==> src/rtl/acc_decoder_if.sv <==
// ---------------------------------------------------------------------------
// acc_decoder_if
// Bundles the sample-input and operand-output handshakes of acc_decoder.
//
// Signals:
//   in_valid / in_ready : sample handshake (sum_in, op, ovf_in qualify it)
//   sum_in   [WIDTH]    : running-sum sample from an add/sub accumulator
//   op                  : 0 = add, 1 = subtract produced sum_in
//   ovf_in              : accumulator signed-overflow flag for sum_in
//   restart             : single-cycle request to leave HALT
//   out_valid/out_ready : operand handshake
//   d_out    [WIDTH]    : recovered operand at FIFO head
//   halted              : high while in HALT
//   count               : FIFO occupancy
//
// Handshake rule (both directions): a transfer happens on a rising clk edge
// where valid and ready are both 1. The sender keeps its payload stable while
// valid is 1 and ready is 0; ready never depends combinationally on valid.
//
// Modports: master = sample producer / operand consumer, slave = decoder.
// ---------------------------------------------------------------------------
interface acc_decoder_if #(
    parameter int WIDTH = 8,
    parameter int DEPTH = 4
);
    localparam int CW = $clog2(DEPTH) + 1;

    logic             in_valid;
    logic             in_ready;
    logic [WIDTH-1:0] sum_in;
    logic             op;
    logic             ovf_in;
    logic             restart;
    logic             out_valid;
    logic             out_ready;
    logic [WIDTH-1:0] d_out;
    logic             halted;
    logic [CW-1:0]    count;

    modport master (
        output in_valid, sum_in, op, ovf_in, restart, out_ready,
        input  in_ready, out_valid, d_out, halted, count
    );

    modport slave (
        input  in_valid, sum_in, op, ovf_in, restart, out_ready,
        output in_ready, out_valid, d_out, halted, count
    );
endinterface

==> src/rtl/acc_decoder.sv <==
// ---------------------------------------------------------------------------
// acc_decoder
// Recovers the operands fed to an add/sub accumulator from its running-sum
// samples (d = sum - prev for add, prev - sum for subtract, modulo 2^WIDTH)
// and queues them in a DEPTH-entry FIFO. An overflowing sample is still
// decoded and queued, then the block halts input until restart.
//
// Ports:
//   clk      : rising-edge clock
//   rst      : synchronous active-high reset
//   bus      : acc_decoder_if.slave (sample in, operand out, status)
//   state_o  : debug view of the IDLE/RUN/HALT state register
// ---------------------------------------------------------------------------
module acc_decoder #(
    parameter int WIDTH = 8,
    parameter int DEPTH = 4
) (
    input  logic          clk,
    input  logic          rst,
    acc_decoder_if.slave  bus,
    output logic [1:0]    state_o
);
    localparam int PW = $clog2(DEPTH);
    localparam int CW = PW + 1;
    localparam logic [CW-1:0] FULL = CW'(DEPTH);

    typedef enum logic [1:0] {
        IDLE = 2'd0,
        RUN  = 2'd1,
        HALT = 2'd2
    } state_e;

    state_e           state_q, state_d;
    logic [WIDTH-1:0] prev_q, prev_d;
    logic [PW-1:0]    wr_ptr_q, rd_ptr_q;
    logic [CW-1:0]    count_q;
    logic [WIDTH-1:0] mem_q [DEPTH];

    logic             in_ready_w;
    logic             out_valid_w;
    logic             push;
    logic             pop;
    logic [WIDTH-1:0] diff;

    // Ready depends only on registered state (plus rst so nothing is taken
    // during the reset cycle); the consumer's out_ready never reaches it, so a
    // pop from a full FIFO frees the slot one cycle later.
    assign in_ready_w  = !rst && (count_q != FULL) && (state_q != HALT);
    assign out_valid_w = (count_q != '0);
    assign push        = bus.in_valid && in_ready_w;
    assign pop         = out_valid_w && bus.out_ready;

    assign diff = bus.op ? (prev_q - bus.sum_in) : (bus.sum_in - prev_q);

    always_comb begin
        state_d = state_q;
        prev_d  = prev_q;
        unique case (state_q)
            IDLE: if (push) state_d = bus.ovf_in ? HALT : RUN;
            RUN:  if (push && bus.ovf_in) state_d = HALT;
            HALT: if (bus.restart) begin
                state_d = IDLE;
                prev_d  = '0;
            end
            default: state_d = IDLE;
        endcase
        // No push can occur in HALT, so this never collides with the clear.
        if (push) prev_d = bus.sum_in;
    end

    always_ff @(posedge clk) begin
        if (rst) begin
            state_q  <= IDLE;
            prev_q   <= '0;
            wr_ptr_q <= '0;
            rd_ptr_q <= '0;
            count_q  <= '0;
        end else begin
            state_q <= state_d;
            prev_q  <= prev_d;
            // DEPTH is a power of two, so pointer overflow is the wrap.
            if (push) wr_ptr_q <= wr_ptr_q + 1'b1;
            if (pop)  rd_ptr_q <= rd_ptr_q + 1'b1;
            unique case ({push, pop})
                2'b10:   count_q <= count_q + 1'b1;
                2'b01:   count_q <= count_q - 1'b1;
                default: count_q <= count_q;
            endcase
        end
    end

    // Storage needs no reset: entries are only visible through count.
    always_ff @(posedge clk) begin
        if (push) mem_q[wr_ptr_q] <= diff;
    end

    assign bus.in_ready  = in_ready_w;
    assign bus.out_valid = out_valid_w;
    assign bus.d_out     = out_valid_w ? mem_q[rd_ptr_q] : '0;
    assign bus.halted    = (state_q == HALT);
    assign bus.count     = count_q;
    assign state_o       = state_q;
endmodule

==> src/flat_wrapper.sv <==
// flat-port wrapper written by rule: the top's interface ports become plain ports
module acc_decoder_flat 
#(
    parameter int WIDTH = 8,
    parameter int DEPTH = 4
)
  (clk, rst, state_o, bus_in_valid, bus_sum_in, bus_op, bus_ovf_in, bus_restart, bus_out_ready, bus_in_ready, bus_out_valid, bus_d_out, bus_halted, bus_count);
  acc_decoder_if #(.WIDTH(WIDTH), .DEPTH(DEPTH)) bus_i ();
  input  logic clk;
  input  logic rst;
  output logic [1:0] state_o;
  input wire logic [$bits(bus_i.in_valid)-1:0] bus_in_valid;
  input wire logic [$bits(bus_i.sum_in)-1:0] bus_sum_in;
  input wire logic [$bits(bus_i.op)-1:0] bus_op;
  input wire logic [$bits(bus_i.ovf_in)-1:0] bus_ovf_in;
  input wire logic [$bits(bus_i.restart)-1:0] bus_restart;
  input wire logic [$bits(bus_i.out_ready)-1:0] bus_out_ready;
  output wire logic [$bits(bus_i.in_ready)-1:0] bus_in_ready;
  output wire logic [$bits(bus_i.out_valid)-1:0] bus_out_valid;
  output wire logic [$bits(bus_i.d_out)-1:0] bus_d_out;
  output wire logic [$bits(bus_i.halted)-1:0] bus_halted;
  output wire logic [$bits(bus_i.count)-1:0] bus_count;
  assign bus_i.in_valid = bus_in_valid;
  assign bus_i.sum_in = bus_sum_in;
  assign bus_i.op = bus_op;
  assign bus_i.ovf_in = bus_ovf_in;
  assign bus_i.restart = bus_restart;
  assign bus_i.out_ready = bus_out_ready;
  assign bus_in_ready = bus_i.in_ready;
  assign bus_out_valid = bus_i.out_valid;
  assign bus_d_out = bus_i.d_out;
  assign bus_halted = bus_i.halted;
  assign bus_count = bus_i.count;
  acc_decoder #(.WIDTH(WIDTH), .DEPTH(DEPTH)) u_core (.clk(clk), .rst(rst), .bus(bus_i), .state_o(state_o));
endmodule
==> config.mk <==
export PLATFORM = sky130hd
export DESIGN_NAME = acc_decoder_flat
export DESIGN_NICKNAME = d
export VERILOG_FILES = /design/src/rtl/acc_decoder_if.sv /design/src/rtl/acc_decoder.sv /design/src/flat_wrapper.sv
export SDC_FILE = /design/constraint.sdc
export NUM_CORES = 1
export LEC_CHECK = 0
export CAP_MARGIN = 20
export CORE_MARGIN = 4
export CORE_UTILIZATION = 28
export CTS_BUF_LIST = sky130_fd_sc_hd__clkbuf_2 sky130_fd_sc_hd__clkbuf_4 sky130_fd_sc_hd__clkbuf_8
export DETAILED_ROUTE_END_ITERATION = 10
export PLACE_DENSITY = 0.58
export SKIP_CTS_REPAIR_TIMING = 1
export SYNTH_ARGS = -nofsm -noshare
export SYNTH_HDL_FRONTEND = slang
export SYNTH_SLANG_ARGS = --single-unit
==> constraint.sdc <==
create_clock -name clk -period 7.3 [get_ports clk]
set_input_delay 0.73 -clock clk [delete_from_list [all_inputs] [get_ports clk]]
set_output_delay 0.73 -clock clk [all_outputs]
set_load 0.05 [all_outputs]
==> flow_summary.toml, run 1 <==
[run_status]
status = "finished clean"

[logic_synthesis]
ys_ff_latch = 51
synth_top_area_share_pct = 36.33
yosysTopAreaCell = "edfxtp_1"
seq_area_frac_synth_pct = 50.71
ys_warn_count = 0
synth_edf_count = 32
synth_top_flop_cell = "edfxtp_1"
avgSynthCellArea_um2 = 12.13
ys_async_sr_fraction_pct = 0
synth_cells = 218
synth_cell_type_count = 42
synth_area_leaders = "edfxtp_1, dfxtp_1, ha_1"
synth.net_count = 255
syn_area_um2 = 2645

[worst_setup_path]
critical_path_required_ps = 6570
crit_arrival_ps = 2750
critPathKind = "in2out"
endpoint_kind = "primary output"
critPathMaxFanout = 20
start_kind = "input pin"

[placement]
dp_hpwl_um = 3730
gp_congestion = 0.7350
place_inst = 352
port_buffers = 30

[global_route]
grt-ovfl-total = 0
grt_max_degree = 21
grt_pass1_vias = 1702
antenna_found_initial = 0
grt.total_usage_pct = 9.428
grt_pass1_wl_um = 8349

[routing]
wl_um = 4993
postRouteAntennaNets = 0
drt_iter0_markers = 38
vias = 1685
first_pass_iters = 4
post_drt_via_cell_ratio = 4.681
drc_errors = 0
wl_per_cell_um = 13.87

[clocking]
root_buffer = "clkbuf_8"
clockBufferDepth = 2
clkTransAtPathRegs_ps = 90
cts-htree-levels = 2
cts_tree = "built"
cts_inserted_buffers = 5
worst_skew_pair.late_latency_ps = 290
cts_sinks = 51

[final_layout]
synthToLayoutAreaGrowth_pct = 19.77
seq_area_um2 = 1341
nNetsFinal = 285
multiInputGateArea_um2 = 1177
drive_above_1_share_pct = 9.639
fillers = 953
antenna_cells = 0
fin_cells = 360

[sta]
rsz0062_at_grt = "false"
setup_viol_count_final = 0
setup_tns_ps = 0
relSlewSlack_pct = 49.37
min_period_ps = 3479
final_max_slew_viol_count = 0
finalHoldViolCount = 0
max_freq_mhz = 287.4
skew_ps = 6.166
tightest_slew_ps = 757.1
period_share_pct = 47.66

[floorplan]
rows = 35
dieArea_um2 = 11070
core_area_um2 = 9196
fp.dieH_um = 105.2
die_x_um = 105.2
io_pins = 31
start_util_pct = 28.76

[hold_path]
hold_path.class = "reg2reg"

[flow_run]
maxCapViolCount = 0

[power]
worst_ir_drop_vdd_uv = 108.8
p_per_area_nw_per_um2 = 303.1
cellLeakagePower_uw = 0.001126
[power by group]
part           total (uW)  internal, uW  switching [uW]
Sequential            374           342            32.0
Clock                 197           104            93.5
Combinational         388           152             236
Total                 960           599             362
[cells in the mapped netlist, types with 3 or more instances]
cell      number
xor2_1         7
nand2_1        3
mux2i_1        3
ha_1          19
o21ai_0        4
clkbuf_1       3
nor2b_1        3
nor2_1        21
edfxtp_1      32
dfxtp_1       19
mux4_2         8
a21oi_1        9
xnor2_1        5
fa_1           3
and2_1        13
a22oi_1        8
inv_1         23
nor3_1         4
[registers in the layout (all words and copies together), names as in the netlist, named ones only]
| name | flops |
|---|---|
| u_core.mem_q | 32 |
| u_core.wr_ptr_q | 2 |
| u_core.bus.count | 3 |
| u_core.state_o | 2 |
| u_core.prev_q | 8 |
| u_core.rd_ptr_q | 2 |
[stage by stage]
step | setup WS (ps) | utilization, % | area (um2) | power, uW | hold slack, ps
5_1_grt | 3683 | 34.45 | 3168 | 1019 | 517.9
2_1_floorplan | 4335 | - | 2645 | 658.6 | 484.7
4_1_cts | 3779 | 34.45 | 3168 | 975.4 | 488.8
6_report | 3821 | 34.45 | 3168 | 960.2 | 478.4
3_5_place_dp | 3806 | 33.18 | 3052 | 776.7 | 468.1
3_3_place_gp | 3836 | 33.18 | 3052 | 769.9 | 478.1
[placed cells by master (no fill, tap or decap), types with 3 or more instances in the layout]
cell type,n
a21oi_1,9
a22oi_1,8
and2_1,13
clkbuf_8,5
clkdlybuf4s50_1,30
dfxtp_1,19
edfxtp_1,32
fa_1,3
ha_1,19
inv_1,23
mux2i_1,3
mux4_2,8
nand2_1,3
nor2_1,21
nor2b_1,3
nor3_1,4
o21ai_0,4
xnor2_1,5
xor2_1,7
[critical path, stage by stage]
cell	delay (ps)
clkdlybuf4s50_1	790
a211oi_1	360
clkdlybuf4s50_1	860
[final timing paths]
| check | cells after the start | slack [ps] | endpoint | start |
|---|---|---|---|---|
| min | 1 | 480 | u_core.state_o[0] | u_core.state_o[1] |
| max | 3 | 3820 | bus_in_ready | rst |
| max reg2reg | 8 | 4860 | u_core.bus.count[2] | u_core.bus.count[2] |
| min reg2reg | 1 | 480 | u_core.state_o[0] | u_core.state_o[1] |
[logic make-up after synthesis]
group           Yosys count  share of synthesized area [%]
fa+ha+maj                22                          11.26
mux                      12                          8.373
simple gates             54                          10.69
flops                    51                          50.71
xor+xnor                 12                          3.973
buf+inv                  31                          4.778
compound gates           36                          10.22
[layer usage]
layer / track usage (%) / part of all wire (%)
met1: 12.30 / 47
met2: 15.57 / 49
met3: 2.471 / 4.2
met4: 2.249 / 0.62
met5: 0 / 0
[final cells by class]
class / instances / area share [%]
tap: 111 / 4.384
inverter: 23 / 2.725
multi-input combinational: 136 / 37.16
clock inverter: 3 / 1.501
clock buffer: 5 / 2.172
sequential: 51 / 42.34
timing repair buffer: 31 / 9.716
(Power assumes the default switching activity.)
==> inputs of run 2 (changes only) <==
==> constraint.sdc (replaced) <==
create_clock -name clk -period 3.55 [get_ports clk]
set_input_delay 0.355 -clock clk [delete_from_list [all_inputs] [get_ports clk]]
set_output_delay 0.355 -clock clk [all_outputs]
set_load 0.05 [all_outputs]
==> run 2 against run 1 <==
Die area did not move. Sequential power rose by 110%. Wire length rose by 1.8%. Critical path depth did not move. Cell count rose by 0.28%. Highest routed layer unchanged.
==> flow_summary.toml, run 2 (synthesis results as in run 1) <==
[flow_run]
maxCapViolCount = 0

[final_layout]
drive_above_1_share_pct = 9.600
seq_area_um2 = 1341
nNetsFinal = 286
mostFrequentLayoutCell = "edfxtp_1"
fin_util_pct = 34.19
largest_reg_flops = 32
largest_register = "u_core.mem_q"
multiInputGateArea_um2 = 1177
stdcell_area_um2 = 3144
antenna_cells = 0
fillers = 947
most-common-layout-cells = "edfxtp_1, clkdlybuf4s50_1, inv_1, nor2_1"
synthToLayoutAreaGrowth_pct = 18.87

[clocking]
cts_inserted_buffers = 5
cts_tree = "built"
root_buffer = "clkbuf_8"
cts-htree-levels = 2
cts_sinks = 51
worst_skew_pair.late_latency_ps = 300
clockBufferDepth = 2
clkTransAtPathRegs_ps = 90

[routing]
wl_um = 5084
drc_errors = 0
drt_iter0_markers = 72
wl_per_cell_um = 14.08
post_drt_via_cell_ratio = 4.670
first_pass_iters = 4
vias = 1686
postRouteAntennaNets = 0

[global_route]
grt_pass1_wl_um = 8390
grt_max_degree = 19
grt-ovfl-total = 0
grt.total_usage_pct = 9.441
antenna_found_initial = 0
grt_pass1_vias = 1714

[floorplan]
io_pins = 31
fp.dieH_um = 105.2
die_x_um = 105.2
core_area_um2 = 9196
start_util_pct = 28.76
rows = 35
dieArea_um2 = 11070

[sta]
min_period_ps = 2797
finalHoldViolCount = 0
rsz0062_at_grt = "false"
tightest_slew_ps = 648.7
setup_tns_ps = 0
period_share_pct = 78.79
setup_viol_count_final = 0
final_max_slew_viol_count = 0
relSlewSlack_pct = 56.62
skew_ps = 4.985
max_freq_mhz = 357.5

[worst_setup_path]
endpoint_kind = "primary output"
critical_path_required_ps = 3190
crit_arrival_ps = 2440
start_kind = "register"
rr_worst_depth = 8
r2r-end = "u_core.bus.count[2]"
critPathMaxFanout = 8
critPathKind = "reg2out"
r2r-start = "u_core.bus.count[2]"
ff2ff_setup_slack_ps = 1180

[placement]
dp_hpwl_um = 3749
placed_cell_area_um2 = 3059
port_buffers = 30
gp_congestion = 0.7522

[run_status]
status = "finished clean"

[power]
cellLeakagePower_uw = 0.001118
p_per_area_nw_per_um2 = 601.4
worst_ir_drop_vdd_uv = 184.3

[hold_path]
holdPathEnd = "u_core.state_o[0]"
hold_depth = 1
hold_path.class = "reg2reg"
min_from = "u_core.state_o[1]"
run 2: changes by cell type in the layout (fill, tap and decap cells not counted):
cell	previous run	this run
clkbuf_4	0	1
clkinv_1	0	1
buf_4	1	2
clkinv_4	1	0
inv_6	1	0
clkinv_2	0	1
bufinv_16	1	0
run 2: metal layers:
layer | part of all wire [%] | vias to the layer above | GRT usage (%)
li1 | - | 834 | -
met1 | 45 | 803 | 12.30
met2 | 48 | 42 | 15.30
met3 | 5.3 | 7 | 2.718
met4 | 1.1 | 0 | 2.530
met5 | 0 | - | 0
run 2: worst max-delay path by stage:
stage / from / endpoint
2_1_floorplan: u_core.bus.count[2] / u_core.bus.count[2]
3_3_place_gp: bus_sum_in[0] / u_core.mem_q[0][6]
3_5_place_dp: bus_sum_in[0] / u_core.mem_q[0][6]
4_1_cts: register / bus_d_out[6]
5_1_grt: register / bus_d_out[6]
6_report: register / bus_d_out[6]
run 2: metrics by stage:
stage                     std cells  total power, uW  hold slack [ps]  setup slack [ps]
after floorplan                 218             1354            449.4             584.9
after global placement          353             1585            475.3             817.7
after detailed placement        353             1598            476.0             747.3
after CTS                       361             1924            494.2             677.2
after global routing            361             2003            523.3             601.1
final                           361             1891            484.2             752.9
run 2: layout make-up:
class | instances | share of cell area, %
multi-input cells | 136 | 37.45
repair buffers | 32 | 10.03
clock inverters | 2 | 0.2786
inverters | 23 | 2.746
flip-flops and latches | 51 | 42.66
well taps | 111 | 4.417
clock buffers | 6 | 2.427
run 2: where the power goes:
| group | leakage (uW) | internal [uW] | switching (uW) |
|---|---|---|---|
| combinational | 0.000626 | 315 | 485 |
| clock | 0.0000460 | 144 | 179 |
| sequential | 0.000446 | 704 | 65.7 |
| total | 0.00112 | 1160 | 729 |
run 2: critical path: stages, from the launching register on:
cell,delay (ps)
dfxtp_1,690
mux4_2,590
and2_1,170
clkdlybuf4s50_1,700
